<file path="config.mk">
export PLATFORM = sky130hd
export DESIGN_NAME = traffic_light_ctrl
export DESIGN_NICKNAME = d
export VERILOG_FILES = /design/src/rtl/traffic_light_ctrl.sv
export SDC_FILE = /design/constraint.sdc
export NUM_CORES = 1
export LEC_CHECK = 0
export BUFFER_PORTS_ARGS = -buffer_cell sky130_fd_sc_hd__buf_2
export CORE_ASPECT_RATIO = 1.25
export CORE_MARGIN = 5
export CORE_UTILIZATION = 47
export CTS_CLUSTER_SIZE = 16
export DETAILED_ROUTE_END_ITERATION = 8
export GPL_TIMING_DRIVEN = 1
export PLACE_DENSITY = 0.77
export SLEW_MARGIN = 15
export SYNTH_ARGS = -nofsm -noshare
export SYNTH_HDL_FRONTEND = slang
export SYNTH_SLANG_ARGS = --single-unit
</file>
<file path="constraint.sdc">
create_clock -name clk -period 1.8 [get_ports clk]
set_input_delay 0.45 -clock clk [delete_from_list [all_inputs] [get_ports clk]]
set_output_delay 0.45 -clock clk [all_outputs]
set_load 0.005 [all_outputs]
</file>
<file path="src/rtl/traffic_light_ctrl.sv">
// Two-road intersection controller: timed NS/EW phases, all-red clearance,
// latched pedestrian walk phase and flashing-yellow maintenance mode.
module traffic_light_ctrl #(
  parameter int CNT_W          = 8,
  parameter int GREEN_CYCLES   = 20,
  parameter int YELLOW_CYCLES  = 4,
  parameter int ALL_RED_CYCLES = 2,
  parameter int PED_CYCLES     = 10,
  parameter int FLASH_HALF     = 8
) (
  input  logic             clk,
  input  logic             asyn_n_reset,
  input  logic             enable,
  input  logic             flash_mode,
  input  logic             ped_req,
  output logic [1:0]       ns_light,
  output logic [1:0]       ew_light,
  output logic             ped_walk,
  output logic             ped_pending,
  output logic [CNT_W-1:0] phase_cnt,
  output logic [2:0]       state_dbg
);

  // Lamp codes shared with the lamp drivers.
  localparam logic [1:0] LAMP_RED    = 2'b00;
  localparam logic [1:0] LAMP_YELLOW = 2'b01;
  localparam logic [1:0] LAMP_GREEN  = 2'b10;
  localparam logic [1:0] LAMP_OFF    = 2'b11;

  localparam int MAX_DUR = (2 ** CNT_W) - 1;

  if (GREEN_CYCLES < 1 || GREEN_CYCLES > MAX_DUR ||
      YELLOW_CYCLES < 1 || YELLOW_CYCLES > MAX_DUR ||
      ALL_RED_CYCLES < 1 || ALL_RED_CYCLES > MAX_DUR ||
      PED_CYCLES < 1 || PED_CYCLES > MAX_DUR ||
      FLASH_HALF < 1 || FLASH_HALF > MAX_DUR) begin : g_bad_duration
    $error("traffic_light_ctrl: every duration must lie in 1..2**CNT_W-1");
  end

  typedef enum logic [2:0] {
    NS_GREEN, NS_YELLOW, ALL_RED_1, EW_GREEN,
    EW_YELLOW, ALL_RED_2, PED_WALK, FLASH
  } state_t;

  state_t           state, state_nxt;
  logic [CNT_W-1:0] cnt_nxt, last_cnt;
  logic             flash_tog, flash_tog_nxt, ped_pending_nxt;

  assign state_dbg = state;

  // Final phase_cnt value of the current phase; in FLASH it marks a half-period.
  always_comb begin
    last_cnt = CNT_W'(GREEN_CYCLES - 1);
    case (state)
      NS_GREEN, EW_GREEN:   last_cnt = CNT_W'(GREEN_CYCLES - 1);
      NS_YELLOW, EW_YELLOW: last_cnt = CNT_W'(YELLOW_CYCLES - 1);
      ALL_RED_1, ALL_RED_2: last_cnt = CNT_W'(ALL_RED_CYCLES - 1);
      PED_WALK:             last_cnt = CNT_W'(PED_CYCLES - 1);
      FLASH:                last_cnt = CNT_W'(FLASH_HALF - 1);
      default:              last_cnt = CNT_W'(GREEN_CYCLES - 1);
    endcase
  end

  always_comb begin
    state_nxt     = state;
    cnt_nxt       = phase_cnt;
    flash_tog_nxt = flash_tog;
    if (flash_mode) begin
      // Flash overrides enable; the toggle keeps running while frozen.
      if (state == FLASH) begin
        if (phase_cnt == last_cnt) begin
          cnt_nxt       = '0;
          flash_tog_nxt = ~flash_tog;
        end else begin
          cnt_nxt = phase_cnt + CNT_W'(1);
        end
      end else begin
        state_nxt     = FLASH;
        cnt_nxt       = '0;
        flash_tog_nxt = 1'b1;
      end
    end else if (state == FLASH) begin
      state_nxt = ALL_RED_2;
      cnt_nxt   = '0;
    end else if (enable) begin
      if (phase_cnt == last_cnt) begin
        cnt_nxt = '0;
        case (state)
          NS_GREEN:  state_nxt = NS_YELLOW;
          NS_YELLOW: state_nxt = ALL_RED_1;
          ALL_RED_1: state_nxt = EW_GREEN;
          EW_GREEN:  state_nxt = EW_YELLOW;
          EW_YELLOW: state_nxt = ALL_RED_2;
          // A request landing on the last all-red cycle is served right away.
          ALL_RED_2: state_nxt = (ped_pending | ped_req) ? PED_WALK : NS_GREEN;
          PED_WALK:  state_nxt = NS_GREEN;
          default:   state_nxt = NS_GREEN;
        endcase
      end else begin
        cnt_nxt = phase_cnt + CNT_W'(1);
      end
    end
    ped_pending_nxt = (ped_pending | ped_req) & (state_nxt != PED_WALK);
  end

  always_ff @(posedge clk or negedge asyn_n_reset) begin
    if (!asyn_n_reset) begin
      state       <= NS_GREEN;
      phase_cnt   <= '0;
      flash_tog   <= 1'b1;
      ped_pending <= 1'b0;
    end else begin
      state       <= state_nxt;
      phase_cnt   <= cnt_nxt;
      flash_tog   <= flash_tog_nxt;
      ped_pending <= ped_pending_nxt;
    end
  end

  always_comb begin
    ns_light = LAMP_RED;
    ew_light = LAMP_RED;
    ped_walk = 1'b0;
    case (state)
      NS_GREEN:  ns_light = LAMP_GREEN;
      NS_YELLOW: ns_light = LAMP_YELLOW;
      EW_GREEN:  ew_light = LAMP_GREEN;
      EW_YELLOW: ew_light = LAMP_YELLOW;
      PED_WALK:  ped_walk = 1'b1;
      FLASH: begin
        ns_light = flash_tog ? LAMP_YELLOW : LAMP_OFF;
        ew_light = flash_tog ? LAMP_YELLOW : LAMP_OFF;
      end
      default: ;
    endcase
  end

endmodule

</file>
==> impl_results.rst <==
.. list-table::
   :header-rows: 1

   * - Metric
     - Value
   * - Run status
     - finished, violations left
   * - Violations in the final reports
     - negative setup slack
   * - TritonCTS Buffers
     - 3
   * - Max-capacitance violation count
     - 0
   * - Total number of vias
     - 1016
   * - Ant diodes
     - 0
   * - Number of detailed-route iterations in the first pass
     - 6
   * - Post-synthesis cell type with the largest combined area
     - sky130_fd_sc_hd__dfrtp_1
   * - Hold violation count in the final report
     - 0
   * - Worst min-delay path class
     - in -> async
   * - Crit path max fanout
     - 5
   * - Standby leakage power
     - 0.630 nW
   * - Largest stage delay, worst path
     - 0.45 ns
   * - Vias in the first global route
     - 1001
   * - Placeable core region
     - 0.00194 sq mm
   * - Clock sinks
     - 13
   * - Share of synthesized area occupied by flip-flops and latches
     - 0.350
   * - FMAX
     - 502 MHz
   * - Final setup fails
     - 15
   * - Row Count
     - 18
   * - Reg2Reg Depth
     - 8
   * - Design Power
     - 0.00184 W
   * - Critical path buffers and inverters
     - 1
   * - Worst-Skew Late Latency
     - 0.29 ns
   * - Number of top-level design ports
     - 22
   * - Shortest period the worst path allows
     - 1.99 ns
   * - Cells along the critical path
     - inv_2, ha_4, nor3b_1, a311o_1, o211ai_4, mux2i_1, o21ai_1, a31oi_1
   * - Post-placement setup slack
     - -0.201 ns
   * - Die ar.
     - 0.00298 sq mm
   * - Yosys warnings
     - 0
   * - Synthesized netlist net count
     - 120
   * - Switching power
     - 0.000773 W
   * - DRC violations left
     - 0
   * - Clock group share of total power
     - 0.104
   * - Total internal power
     - 0.00107 W
   * - Area share of the largest cell type after synthesis
     - 0.322
   * - Setup slack on the worst flop-to-flop path
     - -0.19 ns
   * - Worst hold margin
     - 0.0355 ns
   * - Worst setup margin
     - -0.192 ns
   * - Height of the chip
     - 59.8 um
   * - Switching Share
     - 0.419
   * - Commonest cells after routing, fill and taps aside
     - 20 x sky130_fd_sc_hd__buf_2, 20 x sky130_fd_sc_hd__buf_4, 13 x sky130_fd_sc_hd__nor2_1, 10 x sky130_fd_sc_hd__nand2_1, 10 x sky130_fd_sc_hd__dfrtp_1
   * - Arrival time of data at the critical path endpoint
     - 2.20 ns
   * - Drt via density
     - 5.81
   * - Synth unique cells
     - 34
   * - Total of hold buffers inserted after clock tree synthesis
     - 0
   * - Setup TNS
     - -1.87 ns
   * - Critical path's slowest cell
     - sky130_fd_sc_hd__dfrtp_2
   * - Required arrival time at the worst endpoint
     - 2.01 ns
   * - Number of antenna violations at the first check in global routing
     - 0
   * - Register bit count reported by yosys
     - 13
   * - Measured slew at the worst slew-check pin
     - 0.356 ns
   * - Seq pwr share
     - 0.241
   * - Overall fraction of global-route tracks in use
     - 0.194
   * - CTS HTree Levels
     - 1
   * - Synthesized instance count
     - 109
   * - Number of nets in the layout
     - 167
   * - Final global-route overflow total
     - 0
   * - Critical path class
     - reg -> reg
   * - Die X
     - 49.9 um
   * - Tcrit/Tclk final
     - 1.11
   * - Clock tree from TritonCTS
     - done
   * - Cell types with the largest area share after synthesis
     - sky130_fd_sc_hd__dfrtp_1 32%, sky130_fd_sc_hd__ha_1 8.0%, sky130_fd_sc_hd__nor2_1 5.2%, sky130_fd_sc_hd__o21ai_0 4.8%, sky130_fd_sc_hd__nand2_1 4.4%
   * - Initial Utilization
     - 0.482
   * - Max Transition Viols Final
     - 0
   * - Worst-case clock buffer depth
     - 2
   * - Mean routed wirelength per cell
     - 15.4 um
   * - Family with the most delay on the worst path
     - compound AO/OA/AOI/OAI gates
   * - Power per Cell Area
     - 1330 mW/mm^2
   * - Pin count of the biggest net entering global routing
     - 14
   * - Average instance area after synthesis
     - 8.56 sq um
   * - Estimated wirelength of the detail-placed design
     - 1.91 mm
   * - Clock edge transition at the registers on the reported setup and hold paths
     - 0.08 ns
   * - Worst voltage drop across the vdd grid
     - 0.000790 V
   * - Weighted congestion reported at the end of routability-driven placement
     - 0.811
   * - Worst rel slew slack
     - 0.759
   * - Number of input and output port buffers inserted
     - 21
   * - RSZ-0062 raised after global routing
     - yes
   * - Worst Clk Skew
     - 0.00261 ns
   * - Element type at the critical path end
     - flop
   * - Fin cells
     - 175
   * - Crit start category
     - flop
   * - Layout cell share with drive strength beyond 1
     - 0.465
   * - Capture point of the worst reg-to-reg path
     - ped_pending
   * - Total standard cell area after synthesis
     - 933 sq um
   * - Instance count after placement with tap cells included
     - 161
   * - First-pass GRT wire length
     - 4.44 mm
   * - Signed area change from the synthesized netlist to the final layout
     - 48.4%
   * - Portion of total power attributed to combinational logic
     - 0.655
   * - Post-detailed-route count of antenna-violating nets
     - 0
   * - Root buffer cell
     - sky130_fd_sc_hd__clkbuf_4
   * - Final Routed Wirelength
     - 2.70 mm
   * - Number of design-rule violations left by the first detailed-router iteration
     - 57
   * - Startpoint of the lowest-slack register-to-register path
     - state_dbg[1]
-- registers in the layout (all words and copies together), names as in the netlist --
register / cells
ped_pending: 1
phase_cnt: 8
flash_tog: 1
state_dbg: 3
-- cell type report --
type | instances | area [sq um]
fillers | 152 | 552
well taps | 20 | 25.0
clock buffers | 4 | 26.3
inverters | 9 | 33.8
repair buffers | 46 | 318
flip-flops and latches | 13 | 329
multi-input cells | 83 | 653
-- stage by stage --
stage / area (sq um) / utilization
2_1_floorplan: 960 / -
3_3_place_gp: 1180 / 0.608
3_5_place_dp: 1180 / 0.608
4_1_cts: 1300 / 0.669
5_1_grt: 1390 / 0.715
6_report: 1390 / 0.715
-- cell usage after synthesis, drive strengths merged --
cell,instances
a21oi,4
xnor2,4
o211a,1
nor3,1
dfrtp,12
nand2b,1
clkbuf,1
a311o,1
nor2b,1
o21ai,10
o22ai,2
buf,3
dfstp,1
o21a,2
nand3,6
and2,1
or2,1
nand4,2
a31oi,2
mux2i,1
o211ai,4
nor2,13
inv,9
nor4b,3
ha,6
a211o,1
xor2,3
nor3b,1
o32ai,1
nand2,11
-- power by group through the flow --
stage | clock [W] | combinational (W) | sequential, W
floorplan | 0 | 0.000558 | 0.000431
global placement | 0 | 0.000878 | 0.000422
detailed placement | 0 | 0.000906 | 0.000426
CTS | 0.000193 | 0.00111 | 0.000431
global route | 0.000207 | 0.00131 | 0.000454
finish | 0.000192 | 0.00121 | 0.000445
-- worst reg2reg max path, cell delays in order, from the launching register on --
cell                       delay, ns
sky130_fd_sc_hd__dfrtp_2        0.45
sky130_fd_sc_hd__inv_2          0.09
sky130_fd_sc_hd__ha_4           0.23
sky130_fd_sc_hd__nor3b_1        0.14
sky130_fd_sc_hd__a311o_1        0.38
sky130_fd_sc_hd__o211ai_4       0.13
sky130_fd_sc_hd__mux2i_1        0.20
sky130_fd_sc_hd__o21ai_1        0.10
sky130_fd_sc_hd__a31oi_1        0.18
-- kinds of logic (layout without fill, tap and decap cells) --
kind of cell / Yosys count / count (layout) / synth area share
AO/OA/AOI/OAI: 28 / 28 / 0.204
XOR/XNOR: 7 / 7 / 0.0657
adder cells (fa/ha/maj): 6 / 6 / 0.0804
buffers and inverters: 13 / 59 / 0.0630
flip-flops: 13 / 13 / 0.350
multiplexers: 1 / 1 / 0.0107
AND/OR/NAND/NOR: 41 / 41 / 0.227
-- worst max path at each step --
| stage | from | end | slack, ns | depth (start not counted) |
|---|---|---|---|---|
| floorplan | state_dbg[0] | ped_pending | -0.07 | 8 |
| global placement | state_dbg[0] | ped_pending | -0.16 | 8 |
| detailed placement | state_dbg[0] | ped_pending | -0.20 | 8 |
| CTS | state_dbg[0] | ped_pending | -0.13 | 8 |
| global route | state_dbg[1] | ped_pending | -0.30 | 8 |
| finish | state_dbg[1] | ped_pending | -0.19 | 8 |
-- repair_timing --
item | 4_1_cts | 5_1_grt
pin swaps | 13 | 9
endpoints found under the setup margin | 15 | 16
gates resized for setup | 15 | 14
hold endpoints to repair | 0 | 0
buffers inserted | 5 | 5
-- per-layer routing --
metal | vias up | track usage | part of all wire
li1 | 479 | - | -
met1 | 477 | 0.219 | 0.38
met2 | 49 | 0.338 | 0.52
met3 | 11 | 0.0374 | 0.073
met4 | 0 | 0.112 | 0.028
met5 | - | 0 | 0
No activity file was read; power rests on OpenSTA's default activity.
